[src/rtl/mem_pkg.sv]
// Shared definitions for the memory stage:
// access sizes, LSU states and store lane merging.
package mem_pkg;

  localparam logic [1:0] SZ_BYTE = 2'b00;
  localparam logic [1:0] SZ_HALF = 2'b01;
  localparam logic [1:0] SZ_WORD = 2'b10;
  localparam logic [1:0] SZ_ILL  = 2'b11;

  typedef enum logic {
    IDLE,
    RMW_WRITE
  } lsu_state_e;

  // Replace the addressed lane of word with
  // the low bits of data.
  function automatic logic [31:0] store_merge(
    input logic [31:0] word,
    input logic [31:0] data,
    input logic [1:0]  size,
    input logic [1:0]  addr_lo
  );
    logic [31:0] r;
    r = word;
    case (size)
      SZ_BYTE: r[{addr_lo, 3'b000} +: 8] = data[7:0];
      SZ_HALF: r[{addr_lo[1], 4'b0000} +: 16] = data[15:0];
      default: r = data;
    endcase
    return r;
  endfunction

endpackage

[src/rtl/lsu_load_extract.sv]
// Load lane select and sign/zero extension
// from a little-endian memory word.
module lsu_load_extract
  import mem_pkg::*;
(
  input  logic [31:0] rdata,
  input  logic [1:0]  size,
  input  logic [1:0]  addr_lo,
  input  logic        uns,
  output logic [31:0] data
);

  logic [31:0] shifted;
  logic [7:0]  b;
  logic [15:0] h;

  assign shifted = rdata >> {addr_lo, 3'b000};
  assign b = shifted[7:0];
  assign h = shifted[15:0];

  // Pick the lane and extend it to 32 bits.
  always_comb begin
    data = rdata;
    case (size)
      SZ_BYTE: data = uns ? {24'b0, b} : {{24{b[7]}}, b};
      SZ_HALF: data = uns ? {16'b0, h} : {{16{h[15]}}, h};
      default: data = rdata;
    endcase
  end

endmodule

[src/rtl/load_store_unit.sv]
// Memory-stage load/store front end with
// read-modify-write for sub-word stores.
module load_store_unit
  import mem_pkg::*;
#(
  parameter int ADDR_W = 8
) (
  input  logic              clk,
  input  logic              reset,
  input  logic              req_valid,
  input  logic              req_write,
  input  logic [1:0]        req_size,
  input  logic              req_unsigned,
  input  logic [ADDR_W-1:0] req_addr,
  input  logic [31:0]       req_wdata,
  output logic              stall,
  output logic              load_valid,
  output logic [31:0]       load_data,
  output logic              misalign,
  output logic [ADDR_W-1:0] mem_addr,
  output logic [31:0]       mem_wdata,
  output logic              mem_read,
  output logic              mem_write,
  input  logic [31:0]       mem_rdata
);

  lsu_state_e        state_q, state_d;
  logic [ADDR_W-1:0] rmw_addr_q;
  logic [31:0]       rmw_data_q;
  logic [ADDR_W-1:0] aligned;
  logic [31:0]       ext_data;
  logic              mis;
  logic              is_load;
  logic              is_wst;
  logic              is_sub;
  logic              rd, wr, st;

  assign aligned = {req_addr[ADDR_W-1:2], 2'b00};

  // Classify the request in the EX/MEM slot.
  always_comb begin
    mis = 1'b0;
    unique case (1'b1)
      (req_size == SZ_ILL):  mis = 1'b1;
      (req_size == SZ_HALF): mis = req_addr[0];
      (req_size == SZ_WORD): mis = |req_addr[1:0];
      default:               mis = 1'b0;
    endcase
  end

  assign is_load = req_valid & ~mis & ~req_write;
  assign is_wst  = req_valid & ~mis & req_write &
                   (req_size == SZ_WORD);
  assign is_sub  = req_valid & ~mis & req_write &
                   (req_size != SZ_WORD);

  lsu_load_extract u_extract (
    .rdata   (mem_rdata),
    .size    (req_size),
    .addr_lo (req_addr[1:0]),
    .uns     (req_unsigned),
    .data    (ext_data)
  );

  // Next state and memory-side controls.
  always_comb begin
    state_d   = state_q;
    rd        = 1'b0;
    wr        = 1'b0;
    st        = 1'b0;
    mem_addr  = aligned;
    mem_wdata = 32'b0;
    unique case (state_q)
      IDLE: begin
        rd = is_load | is_sub;
        wr = is_wst;
        st = is_sub;
        if (is_wst) mem_wdata = req_wdata;
        if (is_sub) state_d = RMW_WRITE;
      end
      RMW_WRITE: begin
        wr        = 1'b1;
        mem_addr  = rmw_addr_q;
        mem_wdata = rmw_data_q;
        state_d   = IDLE;
      end
      default: state_d = IDLE;
    endcase
    if (!reset) begin
      rd        = 1'b0;
      wr        = 1'b0;
      st        = 1'b0;
      mem_wdata = 32'b0;
    end
  end

  assign mem_read  = rd;
  assign mem_write = wr;
  assign stall     = st;

  // State, RMW latches and result registers.
  always_ff @(posedge clk or negedge reset) begin
    if (!reset) begin
      state_q    <= IDLE;
      rmw_addr_q <= '0;
      rmw_data_q <= 32'b0;
      load_valid <= 1'b0;
      load_data  <= 32'b0;
      misalign   <= 1'b0;
    end else begin
      state_q    <= state_d;
      load_valid <= 1'b0;
      misalign   <= 1'b0;
      if (state_q == IDLE) begin
        load_valid <= is_load;
        misalign   <= req_valid & mis;
        if (is_load) load_data <= ext_data;
        if (is_sub) begin
          rmw_addr_q <= aligned;
          rmw_data_q <= store_merge(mem_rdata,
                          req_wdata, req_size,
                          req_addr[1:0]);
        end
      end
    end
  end

endmodule

[config.mk]
export PLATFORM = sky130hd
export DESIGN_NAME = load_store_unit
export DESIGN_NICKNAME = d
export VERILOG_FILES = /design/src/rtl/mem_pkg.sv /design/src/rtl/lsu_load_extract.sv /design/src/rtl/load_store_unit.sv
export SDC_FILE = /design/constraint.sdc
export NUM_CORES = 1
export LEC_CHECK = 0
export BUFFER_PORTS_ARGS = -buffer_cell sky130_fd_sc_hd__buf_4
export CORE_ASPECT_RATIO = 0.5
export CORE_MARGIN = 2
export CORE_UTILIZATION = 35
export CTS_BUF_LIST = sky130_fd_sc_hd__clkbuf_8 sky130_fd_sc_hd__clkbuf_16
export CTS_CLUSTER_SIZE = 16
export DETAILED_ROUTE_END_ITERATION = 7
export PLACE_DENSITY_LB_ADDON = 0.1
export SYNTH_ARGS = -nofsm -noshare
export SYNTH_HDL_FRONTEND = slang
export SYNTH_SLANG_ARGS = --single-unit
export TNS_END_PERCENT = 30
[constraint.sdc]
create_clock -name clk -period 3.8 [get_ports clk]
set_clock_uncertainty 0.15 [all_clocks]
set_input_delay 0.76 -clock clk [delete_from_list [all_inputs] [get_ports clk]]
set_output_delay 0.76 -clock clk [all_outputs]
set_load 0.02 [all_outputs]
; Word level (Yosys, flattened, before mapping)
; Index checks and enable logic that the tools add are counted.
[word_totals]
register_bits = 73
elab_cells = 52
[classes]
n_addsub = 2
n_eq_ne = 4
shift = 5
muxes = 21
bitwise_logic = 10
n_reduce_logical = 4
[ops]
columns = operator, count
row1 = 32-bit one-hot mux with 2 select lines, 3
row2 = 32-bit two-way mux, 4
row3 = 32-bit bitwise mux, 2
row4 = 16-bit by 7-bit variable shift with 32-bit output (first input constant), 1
row5 = 8-bit by 7-bit variable shift with 32-bit output (first input constant), 1
row6 = 16-bit by 7-bit indexed part select with 32-bit output, 1
row7 = 8-bit by 7-bit indexed part select with 32-bit output, 1
row8 = 32-bit by 5-bit >> shifter with 16-bit output, 1
row9 = 5-bit negator with 7-bit output, 2
row10 = 1-bit two-way mux, 8
row11 = 8-bit two-way mux, 1
row12 = 1-bit AND, 6
row13 = 2-bit equality test (second input constant), 2
row14 = 1-bit one-hot mux with 2 select lines, 2
row15 = 2-bit AND reduction, 2
row16 = 1-bit NOT, 3
row17 = 1-bit one-hot mux with 3 select lines, 1
row18 = 2-bit by 1-bit equality test with 1-bit output (second input constant), 1
row19 = 2-bit logical NOT, 1
row20 = 2-bit != test (second input constant), 1
row21 = 2-bit OR reduction, 1
row22 = 1-bit bitwise OR, 1

; Depth between registers and ports, before layout
; Gate-level depths: netlist (run 1).
[depth]
ltp_word = 9
mapped_depth = 9
ltp_nobuf = 7

; By module
; Synthesis (run 1) repeated with hierarchy kept, for this count alone.
[unflattened]
cells_unflattened = 482
area_unflattened_um2 = 4823.4
[modules_own_cells]
columns = module, instances, cells_per_inst, area_each_um2, seq_area_each_um2
row1 = load_store_unit, 1, 369, 4082.7, 1826.8
row2 = lsu_load_extract, 1, 113, 740.7, 0.0

; Least setup slack after synthesis (run 1)
; Ideal clock, no wire load.
[synth_path]
path_type = input to output
from = input req_addr[0]
to = output mem_wdata[10]
arrival_time_ns = 2.150
required_ns = 2.890
slack_ns = 0.740
cell_stages = 8
n_path_buf = 2
path_cell_list = buf_6 > inv_1 > ha_1 > nand3_1 > nor3b_1 > o21ai_1 > buf_2 > nor2_1
[synth_between]
elab_chain_len = 9
[synth_rtl]
columns = element, line_no
row1 = from (decl), load_store_unit.sv:14  ; input logic [ADDR_W-1:0] req_addr,
row2 = 2-bit OR reduction, load_store_unit.sv:46  ; (req_size == SZ_WORD): mis = |req_addr[1:0];
row3 = 1-bit one-hot mux with 3 select lines *, load_store_unit.sv:43  ; unique case (1'b1)
row4 = 1-bit NOT *, load_store_unit.sv:52  ; assign is_wst = req_valid & ~mis & req_write &
row5 = 1-bit AND * (3 in a row), load_store_unit.sv:52
row6 = 32-bit two-way mux *, load_store_unit.sv:78  ; if (is_wst) mem_wdata = req_wdata;
row7 = 32-bit one-hot mux with 2 select lines *, load_store_unit.sv:73  ; unique case (state_q)
row8 = 32-bit two-way mux *, load_store_unit.sv:89  ; if (!reset) begin
row9 = to (decl), load_store_unit.sv:21  ; output logic [31:0] mem_wdata,
; Every way passes the cells marked *; elsewhere a longest branch is shown, timed or not.

; Worst setup path in the final report (run 1)
[layout_path]
from = input req_addr[0]
to = output mem_wdata[24]
; The elaborated chain is that of the path after synthesis.

==> results.sh, run 1 <==
export IMPL_first_iter_violations=464
export IMPL_synth_top_area_share=0.390
export IMPL_max_slew_margin=0.457
export IMPL_drc_errors=11
export IMPL_worst_pin_slew_ns=0.815
export IMPL_period_share=0.897
export IMPL_power_density_nw_per_um2=462
export IMPL_syn2layout_area_growth_pct=33.6
export IMPL_cp_start_kind="primary input"
export IMPL_htreeDepth=3
export IMPL_async_flop_share=1.00
export IMPL_clock_path_buffers=2
export IMPL_setup_viol=0
export IMPL_synth_largest_area_cell="dfrtp_1"
export IMPL_reg2reg_slack_ns=1.42
export IMPL_clk_pin_slew_ns=0.05
export IMPL_layout_nets=724
export IMPL_max_freq_ghz=0.293
export IMPL_tns_ns=0
export IMPL_dr_pass1_iters=8
export IMPL_die_y_um=85.8
export IMPL_p_leak_uw=0.00287
export IMPL_grt_util_met1=0.342
export IMPL_num_rows=29
export IMPL_hpwl_mm=12.0
export IMPL_place_gp_congestion=0.848
export IMPL_netlist_area_um2=4680
export IMPL_antenna_left=0
export IMPL_yosysWarnings=0
export IMPL_cts_made_buffers=9
export IMPL_overflow=0
export IMPL_p_total_uw=2890
export IMPL_violations="design-rule violations"
export IMPL_boundaryPins=156
export IMPL_synth_edf_count=0
export IMPL_hold_class="reg -> reg"
export IMPL_cts_num_sinks=73
export IMPL_setup_worst_path_class="in -> out"
export IMPL_cts_hold_buf=0
export IMPL_yosysMostFrequentCell="dfrtp_1"
export IMPL_ys_seq_area_frac=0.390
export IMPL_die_w_um=168
export IMPL_grt_pass1_vias=4161
export IMPL_drive_gt1_frac=0.349
export IMPL_cap_violations=0
export IMPL_wl_per_cell_um=20.0
export IMPL_grt_use_met2=0.312
export IMPL_vias=4454
export IMPL_clk_root_buffer_cell="clkbuf_16"
export IMPL_ys_seq_elements=73
export IMPL_start_util=0.364
export IMPL_hold_violations=0
export IMPL_finalMaxSlewViolations=0
export IMPL_syn_inst=508
export IMPL_cp_max_fo=26
export IMPL_antenna_found_initial=0
export IMPL_via_per_inst=5.47
export IMPL_design_core_area_um2=12800
export IMPL_rsz0062_at_grt="false"
export IMPL_synth_commonest_cells="dfrtp_1, nor2_1, nand2_1"
export IMPL_syn_avg_cell_area_um2=9.21
export IMPL_cts_setup_buffers=0
export IMPL_synth_area_leaders="dfrtp_1, mux2i_1, nor2_1"
export IMPL_cp_end_kind="output port"
export IMPL_ys_flop_type="dfrtp_1"
export IMPL_cts_resized_gates=0
export IMPL_grt_pass1_wl_mm=24.6
export IMPL_required_ns=2.89
export IMPL_synth_cell_type_count=56
export IMPL_routed_wirelength_mm=16.3
export IMPL_cts_tree="built"
export IMPL_clock_latency_ns=0.34
export IMPL_period_needed_ns=3.41
export IMPL_grtUsageTotal=0.225
export IMPL_grt_start_max_net_pins=64
export IMPL_die_area_um2=14400
export IMPL_cp_arrival_ns=2.50
export IMPL_gr_usage_met3=0.0734
export IMPL_max_vdd_ir_drop_v=0.000213
export IMPL_antenna_cells=0
export IMPL_port_buffers=153
export IMPL_grt_most_used_layer="met1"
export IMPL_status="complete, but fails checks"
## sequential cells by signal, summed over array words and instances, names as in the netlist
signal and count:
load_data 32, rmw_data_q 32, rmw_addr_q 6, load_valid 1, misalign 1, state_q 1
## worst max-delay path: stages
cell and delay, ns:
buf_4 0.26, inv_1 0.20, ha_1 0.28, nand3_1 0.08, nor3b_1 0.06, o21ai_2 0.39
buf_12 0.23, nor2_1 0.07, buf_4 0.15
## stage by stage
step	utilization	hold slack (ns)	instance area [um^2]	instances	worst slack, ns
finish	0.487	0.329	6250	815	0.392
global route	0.487	0.364	6250	815	0.245
CTS	0.487	0.338	6250	815	0.399
detailed placement	0.459	0.325	5890	799	0.404
global placement	0.459	0.320	5890	799	0.426
floorplan	-	0.314	4680	509	0.740
## cell type report
cell class              instances  area (um^2)
multi-input cells             371         2530
flip-flops and latches         73         1830
inverters                      21         78.8
fillers                      1261         6590
clock buffers                  12          267
well taps                     170          213
repair buffers                164         1240
clock inverters                 4         97.6
## cells in the final DEF (no fill, tap or decap), types with 16 or more instances in the layout
cell type    n
nand2_1     64
a21oi_1     27
a22oi_1     17
mux2_2      20
nor2_1      69
a222oi_1    21
buf_4      163
inv_1       20
mux2i_1     41
o21ai_0     16
dfrtp_1     72
## path summary, 6_finish.rpt
check | start | end | cells past startpoint
worst max-delay path | req_addr[0] | mem_wdata[24] | 9
worst min-delay path | load_data[4]$_DFFE_PN0P_ | load_data[4]$_DFFE_PN0P_ | 2
worst max register to register | state_q$_DFF_PN0_ | rmw_data_q[14]$_DFFE_PN0P_ | 4
worst min register to register | load_data[4]$_DFFE_PN0P_ | load_data[4]$_DFFE_PN0P_ | 2
max in group asynchronous | reset | state_q$_DFF_PN0_ | 2
min in group asynchronous | reset | load_valid$_DFF_PN0_ | 2
## cell families (layout without fill, tap and decap cells)
kind of cell / after synthesis / in the layout / synth area share
buffers and inverters: 65 / 201 / 0.0719
flip-flops: 73 / 73 / 0.390
AO/OA/AOI/OAI: 143 / 143 / 0.232
AND/OR/NAND/NOR: 159 / 159 / 0.153
adder cells (fa/ha/maj): 5 / 5 / 0.0134
multiplexers: 62 / 62 / 0.139
other: 1 / 2 / 0.000801
## power by group
part | switching, uW | internal (uW) | total (uW)
Clock | 343 | 696 | 1040
Sequential | 101 | 954 | 1060
Combinational | 438 | 358 | 795
## layer usage
metal	wire length, um	part of all wire
met5	0	0
met1	7910	0.49
met4	125	0.0077
met3	1630	0.10
met2	6610	0.41
No activity file was read; power rests on OpenSTA's default activity.
==> run 2, diff against run 1 <==
==> constraint.sdc (replaced) <==
create_clock -name clk -period 2.8 [get_ports clk]
set_clock_uncertainty 0.15 [all_clocks]
set_input_delay 0.56 -clock clk [delete_from_list [all_inputs] [get_ports clk]]
set_output_delay 0.56 -clock clk [all_outputs]
set_load 0.02 [all_outputs]
==> run 2 against run 1 <==
  * The flow still finishes with violations (design-rule violations)
  * Via count grew 1.4%
  * Setup slack worse by 0.24 ns
  * Core utilization up 0.38 points
  * Non-clock buffer count grew 12
  * Register-to-register slack got worse by 0.68 ns
  * Global-route usage up 0.56 points
  * Sequential share of layout area down 0.23 points
  * Cell area grew 0.78%
  * Critical path type unchanged
  * Largest power group unchanged
==> results.sh, run 2 (synthesized netlist as in run 1, its figures left out) <==
export IMPL_status="complete, but fails checks"
export IMPL_violations="design-rule violations"
export IMPL_die_w_um=168
export IMPL_htreeDepth=3
export IMPL_antenna_found_initial=0
export IMPL_cts_num_sinks=73
export IMPL_pwr_share_clk=0.333
export IMPL_p_leak_uw=0.00289
export IMPL_clk_pin_slew_ns=0.06
export IMPL_grt_start_max_net_pins=56
export IMPL_layout_cells_non_filler=827
export IMPL_period_needed_ns=2.65
export IMPL_worst_pin_slew_ns=0.811
export IMPL_netSwitchingPower_uw=1220
export IMPL_dr_pass1_iters=8
export IMPL_cp_start_kind="primary input"
export IMPL_boundaryPins=156
export IMPL_vias=4517
export IMPL_start_util=0.364
export IMPL_drive_gt1_frac=0.359
export IMPL_max_freq_ghz=0.377
export IMPL_cap_violations=0
export IMPL_hpwl_mm=12.3
export IMPL_power_frac_seq=0.378
export IMPL_cts_setup_buffers=0
export IMPL_hold_class="in -> reg"
export IMPL_wl_per_cell_um=20.0
export IMPL_grtUsageTotal=0.231
export IMPL_p_comb_frac=0.289
export IMPL_p_int_uw=2570
export IMPL_cp_end_kind="output port"
export IMPL_rsz0062_at_grt="false"
export IMPL_antenna_cells=0
export IMPL_setup_worst_path_class="in -> out"
export IMPL_grt_pass1_vias=4312
export IMPL_cp_arrival_ns=1.94
export IMPL_dp_slack_ns=0.212
export IMPL_grt_pass1_wl_mm=25.3
export IMPL_detailed_place_area_um2=5970
export IMPL_required_ns=2.09
export IMPL_cp_max_fo=18
export IMPL_first_iter_violations=408
export IMPL_most_common_layout_cells="buf_4, dfrtp_1, nor2_1, nand2_1, mux2i_1"
export IMPL_layout_commonest_cell="buf_4"
export IMPL_max_vdd_ir_drop_v=0.000284
export IMPL_syn2layout_area_growth_pct=34.6
export IMPL_drc_errors=10
export IMPL_clock_latency_ns=0.33
export IMPL_swShare=0.323
export IMPL_routed_wirelength_mm=16.5
export IMPL_design_core_area_um2=12800
export IMPL_port_buffers=153
export IMPL_overflow=0
export IMPL_die_area_um2=14400
export IMPL_cts_tree="built"
export IMPL_place_gp_congestion=0.881
export IMPL_setup_viol=0
export IMPL_fin_ws_ns=0.148
export IMPL_period_share=0.947
export IMPL_tns_ns=0
export IMPL_finalMaxSlewViolations=0
export IMPL_hold_violations=0
export IMPL_via_per_inst=5.46
export IMPL_num_rows=29
export IMPL_max_slew_margin=0.458
export IMPL_fin_area_um2=6300
export IMPL_placed_cells=810
export IMPL_antenna_left=0
export IMPL_reg_top3="load_data x32, rmw_data_q x32, rmw_addr_q x6"
export IMPL_die_y_um=85.8
export IMPL_layout_nets=736
export IMPL_clock_path_buffers=2
export IMPL_cts_made_buffers=9
export IMPL_clk_root_buffer_cell="clkbuf_16"
export IMPL_power_density_nw_per_um2=602
run 2: changes by cell type in the layout (fill, tap and decap cells not counted):
cell,delta
buf_4,+11
clkbuf_8,-3
clkinvlp_4,+3
bufinv_16,-1
clkinv_2,+1
dlygate4sd3_1,+1
run 2: worst max-delay path: stages:
cell and delay (ns):
dlygate4sd3_1 0.53, buf_4 0.20, o21ai_2 0.12, buf_4 0.28, nor2_1 0.08, buf_4 0.16
run 2: final timing paths:
check                                       endpoint  slack, ns                startpoint  cells past startpoint
max reg2reg                 load_data[8]$_DFFE_PN0P_       0.74         state_q$_DFF_PN0_                      5
max in group asynchronous          state_q$_DFF_PN0_       1.28                     reset                      3
min in group asynchronous  load_data[31]$_DFFE_PN0P_       0.45                     reset                      2
min                        rmw_addr_q[5]$_DFFE_PN0P_       0.32               req_addr[5]                      2
min reg2reg                 load_data[4]$_DFFE_PN0P_       0.34  load_data[4]$_DFFE_PN0P_                      2
max                                    mem_wdata[21]       0.15                     reset                      6
run 2: stage by stage:
| step | utilization | power, uW | hold slack, ns |
|---|---|---|---|
| CTS | 0.491 | 3810 | 0.312 |
| floorplan | - | 2050 | 0.114 |
| global placement | 0.465 | 2530 | 0.273 |
| global route | 0.491 | 4000 | 0.306 |
| detailed placement | 0.465 | 2540 | 0.271 |
| finish | 0.491 | 3790 | 0.319 |
run 2: layout make-up:
type / instances / area (um^2)
Clock buffer: 9 / 225
Timing Repair Buffer: 176 / 1340
Sequential cell: 73 / 1830
Fill cell: 1250 / 6540
Multi-Input combinational cell: 371 / 2530
Clock inverter: 7 / 95.1
Tap cell: 170 / 213
Inverter: 21 / 78.8
run 2: power by group through the flow:
stage	Clock, uW	Combinational (uW)	Sequential, uW
after floorplan	0	496	1550
after global placement	0	1080	1440
after detailed placement	0	1100	1450
after CTS	1280	1100	1430
after global routing	1340	1190	1460
final	1260	1100	1430
run 2: timing repair:
item | 4_1_cts | 5_1_grt
endpoints found under the hold margin | 8 | 0
hold buffers | 1 | 0
endpoints found under the setup margin | 0 | 0
gates resized for setup | 0 | 0
run 2: layer usage:
layer / GRT usage / vias up / wire [um]
met2: 0.328 / 177 / 6890
met1: 0.350 / 2181 / 8050
met3: 0.0586 / 14 / 1410
met5: 0 / - / 0
met4: 0.0538 / 0 / 146
li1: - / 2145 / -
==> run 3, diff against run 2 <==
--- a/config.mk
+++ b/config.mk
@@ -15,5 +15,6 @@
 export PLACE_DENSITY_LB_ADDON = 0.1
 export SYNTH_ARGS = -nofsm -noshare
 export SYNTH_HDL_FRONTEND = slang
+export SYNTH_HIERARCHICAL = 1
 export SYNTH_SLANG_ARGS = --single-unit
 export TNS_END_PERCENT = 30
==> run 3 against run 2 <==
  * The flow now finishes without violations
  * Global-route usage shrank 1.0 points
  * Maximum frequency shrank 1.7%
  * Non-clock buffer count fell by 2
  * First-iteration DRC count increased by 11%
  * Register-to-register slack worse by 0.06 ns
  * Cell count is 2.1% lower
  * Synthesized cell count down 5.1%
  * Setup slack worse by 0.047 ns
==> results.sh, run 3 <==
export IMPL_status="complete, no violations"
export IMPL_syn_avg_cell_area_um2=10.0
export IMPL_overflow=0
export IMPL_antenna_found_initial=0
export IMPL_hold_class="in -> reg"
export IMPL_synth_top_area_share=0.379
export IMPL_first_iter_violations=453
export IMPL_synth_top_family_by_area="multiplexers"
export IMPL_grt_most_used_layer="met1"
export IMPL_worst_pin_slew_ns=0.639
export IMPL_syn_inst=482
export IMPL_antenna_left=0
export IMPL_antenna_cells=0
export IMPL_synth_commonest_cells="dfrtp_1, nor2_1, mux2i_1"
export IMPL_synth_edf_count=0
export IMPL_drive_gt1_frac=0.383
export IMPL_cap_violations=0
export IMPL_synth_xor_area_frac=0
export IMPL_grtUsageTotal=0.221
export IMPL_critPathMostFrequentCell="buf_4"
export IMPL_layout_commonest_cell="buf_4"
export IMPL_cp_max_fo=33
export IMPL_cts_resized_gates=0
export IMPL_synth_area_mux_share=0.223
export IMPL_reg_top3="load_data x32, rmw_data_q x32, rmw_addr_q x6"
export IMPL_yosysWarnings=6
export IMPL_wl_per_cell_um=20.1
export IMPL_cp_start_kind="primary input"
export IMPL_grt_util_met1=0.344
export IMPL_gr_usage_met3=0.0459
export IMPL_grt_pass1_wl_mm=24.3
export IMPL_placed_cells=793
export IMPL_die_area_um2=14800
export IMPL_layout_cells_non_filler=810
export IMPL_via_per_inst=5.31
export IMPL_hold_violations=0
export IMPL_clock_latency_ns=0.33
export IMPL_dp_slack_ns=0.121
export IMPL_period_share=0.964
export IMPL_fin_ws_ns=0.102
export IMPL_cp_end_kind="output port"
export IMPL_period_needed_ns=2.70
export IMPL_max_freq_ghz=0.371
export IMPL_most_common_layout_cells="buf_4, nor2_1, dfrtp_1, mux2i_1, a21oi_1"
export IMPL_synth_compound_area_frac=0.184
export IMPL_power_density_nw_per_um2=596
export IMPL_port_buffers=153
export IMPL_start_util=0.357
export IMPL_grt_pass1_vias=3985
export IMPL_cp_arrival_ns=1.99
export IMPL_synthAdderAreaFrac=0.0130
export IMPL_ys_seq_area_frac=0.379
export IMPL_vias=4300
export IMPL_synth_largest_area_cell="dfrtp_1"
export IMPL_synth_simple_area_share=0.137
export IMPL_required_ns=2.09
export IMPL_cpLargestDelayFamily="buffers and inverters"
export IMPL_ys_flop_type="dfrtp_1"
export IMPL_critical_path_max_stage_delay_ns=0.24
export IMPL_holdPathStages=2
export IMPL_tns_ns=0
export IMPL_boundaryPins=156
export IMPL_clock_path_buffers=2
export IMPL_design_core_area_um2=13500
export IMPL_max_slew_margin=0.573
export IMPL_die_w_um=170
export IMPL_cts_made_buffers=9
export IMPL_drc_errors=0
export IMPL_cp_num_cells=9
export IMPL_die_y_um=87.0
export IMPL_hpwl_mm=12.1
export IMPL_grt_start_max_net_pins=41
export IMPL_num_rows=30
export IMPL_rsz0062_at_grt="false"
export IMPL_yosysMostFrequentCell="dfrtp_1"
export IMPL_cts_hold_buf=1
export IMPL_layout_nets=713
export IMPL_htreeDepth=3
export IMPL_async_flop_share=1.00
export IMPL_cts_num_sinks=73
export IMPL_cts_setup_buffers=0
export IMPL_finalMaxSlewViolations=0
export IMPL_max_vdd_ir_drop_v=0.000294
export IMPL_syn2layout_area_growth_pct=33.3
export IMPL_clk_pin_slew_ns=0.06
export IMPL_netlist_area_um2=4820
export IMPL_cp_num_buf_inv=4
export IMPL_place_gp_congestion=0.909
export IMPL_setup_viol=0
export IMPL_clk_root_buffer_cell="clkbuf_16"
export IMPL_cts_tree="built"
export IMPL_ys_seq_elements=73
export IMPL_p_leak_uw=0.00304
export IMPL_path_cells="buf_4 > inv_1 > ha_1 > nor2b_1 > a41o_1 > nand2_1 > buf_12 > nor2_1 > buf_4"
export IMPL_dr_pass1_iters=6
export IMPL_worstRegToRegCells=6
export IMPL_routed_wirelength_mm=16.3
export IMPL_synth_cell_type_count=57
export IMPL_grt_use_met2=0.315
export IMPL_setup_worst_path_class="in -> out"
export IMPL_synth_area_leaders="dfrtp_1, mux2i_1, mux2_4"
export IMPL_crit_slowest_cell="ha_1"
## run 3: changes by cell type after synthesis, moves of 9 or more
| cell | change |
|---|---|
| a31oi_1 | -9 |
| buf_2 | -20 |
| clkbuf_1 | +12 |
| inv_1 | -11 |
| mux2_4 | +27 |
| nand2_1 | -32 |
| o211ai_2 | -10 |
| o21ai_1 | +10 |
| o22ai_1 | -13 |
## run 3: per-stage QoR
step           cell area (um^2)  hold WS, ns  power (uW)   util
3_3_place_gp               6120        0.247        2670  0.453
6_report                   6430        0.314        3830  0.476
3_5_place_dp               6120        0.249        2680  0.453
5_1_grt                    6430        0.305        4030  0.476
4_1_cts                    6430        0.309        3860  0.476
2_1_floorplan              4830        0.114        2160      -
## run 3: area by class of cell
| cell class | count | area, um^2 |
|---|---|---|
| clock buffers | 10 | 239 |
| clock inverters | 6 | 58.8 |
| fillers | 1339 | 7080 |
| inverters | 11 | 41.3 |
| multi-input cells | 360 | 2700 |
| flip-flops and latches | 73 | 1830 |
| well taps | 176 | 220 |
| repair buffers | 174 | 1350 |
## run 3: worst paths after layout
kind	from	end	slack [ns]
worst max-delay path	req_addr[0]	mem_wdata[1]	0.10
worst min-delay path	req_addr[6]	rmw_addr_q[6]$_DFFE_PN0P_	0.31
max in group asynchronous	reset	state_q$_DFF_PN0_	1.34
min in group asynchronous	reset	load_data[8]$_DFFE_PN0P_	0.43
worst max register to register	state_q$_DFF_PN0_	rmw_data_q[11]$_DFFE_PN0P_	0.68
worst min register to register	rmw_addr_q[6]$_DFFE_PN0P_	rmw_addr_q[6]$_DFFE_PN0P_	0.35
## run 3: logic make-up after synthesis
family | Yosys count
AO/OA/AOI/OAI | 121
adder cells (fa/ha/maj) | 5
buffers and inverters | 50
flip-flops | 73
multiplexers | 90
other | 1
AND/OR/NAND/NOR | 142
## run 3: routing by layer
layer | vias to the layer above | wire (um)
li1 | 2052 | -
met1 | 2069 | 8020
met4 | 0 | 142
met5 | - | 0
met3 | 13 | 1380
met2 | 166 | 6740
## run 3: power by group
group          total [uW]  internal [uW]  switching, uW
Sequential           1450           1310            146
Clock                1160            708            457
Combinational        1210            604            611
## run 3: worst register-to-register path: stages, from the launching register on
cell and delay (ns):
dfrtp_2 0.42, nand2b_1 0.21, a2111oi_4 0.38, buf_4 0.43, buf_4 0.28, nor2_1 0.06
a21oi_1 0.12
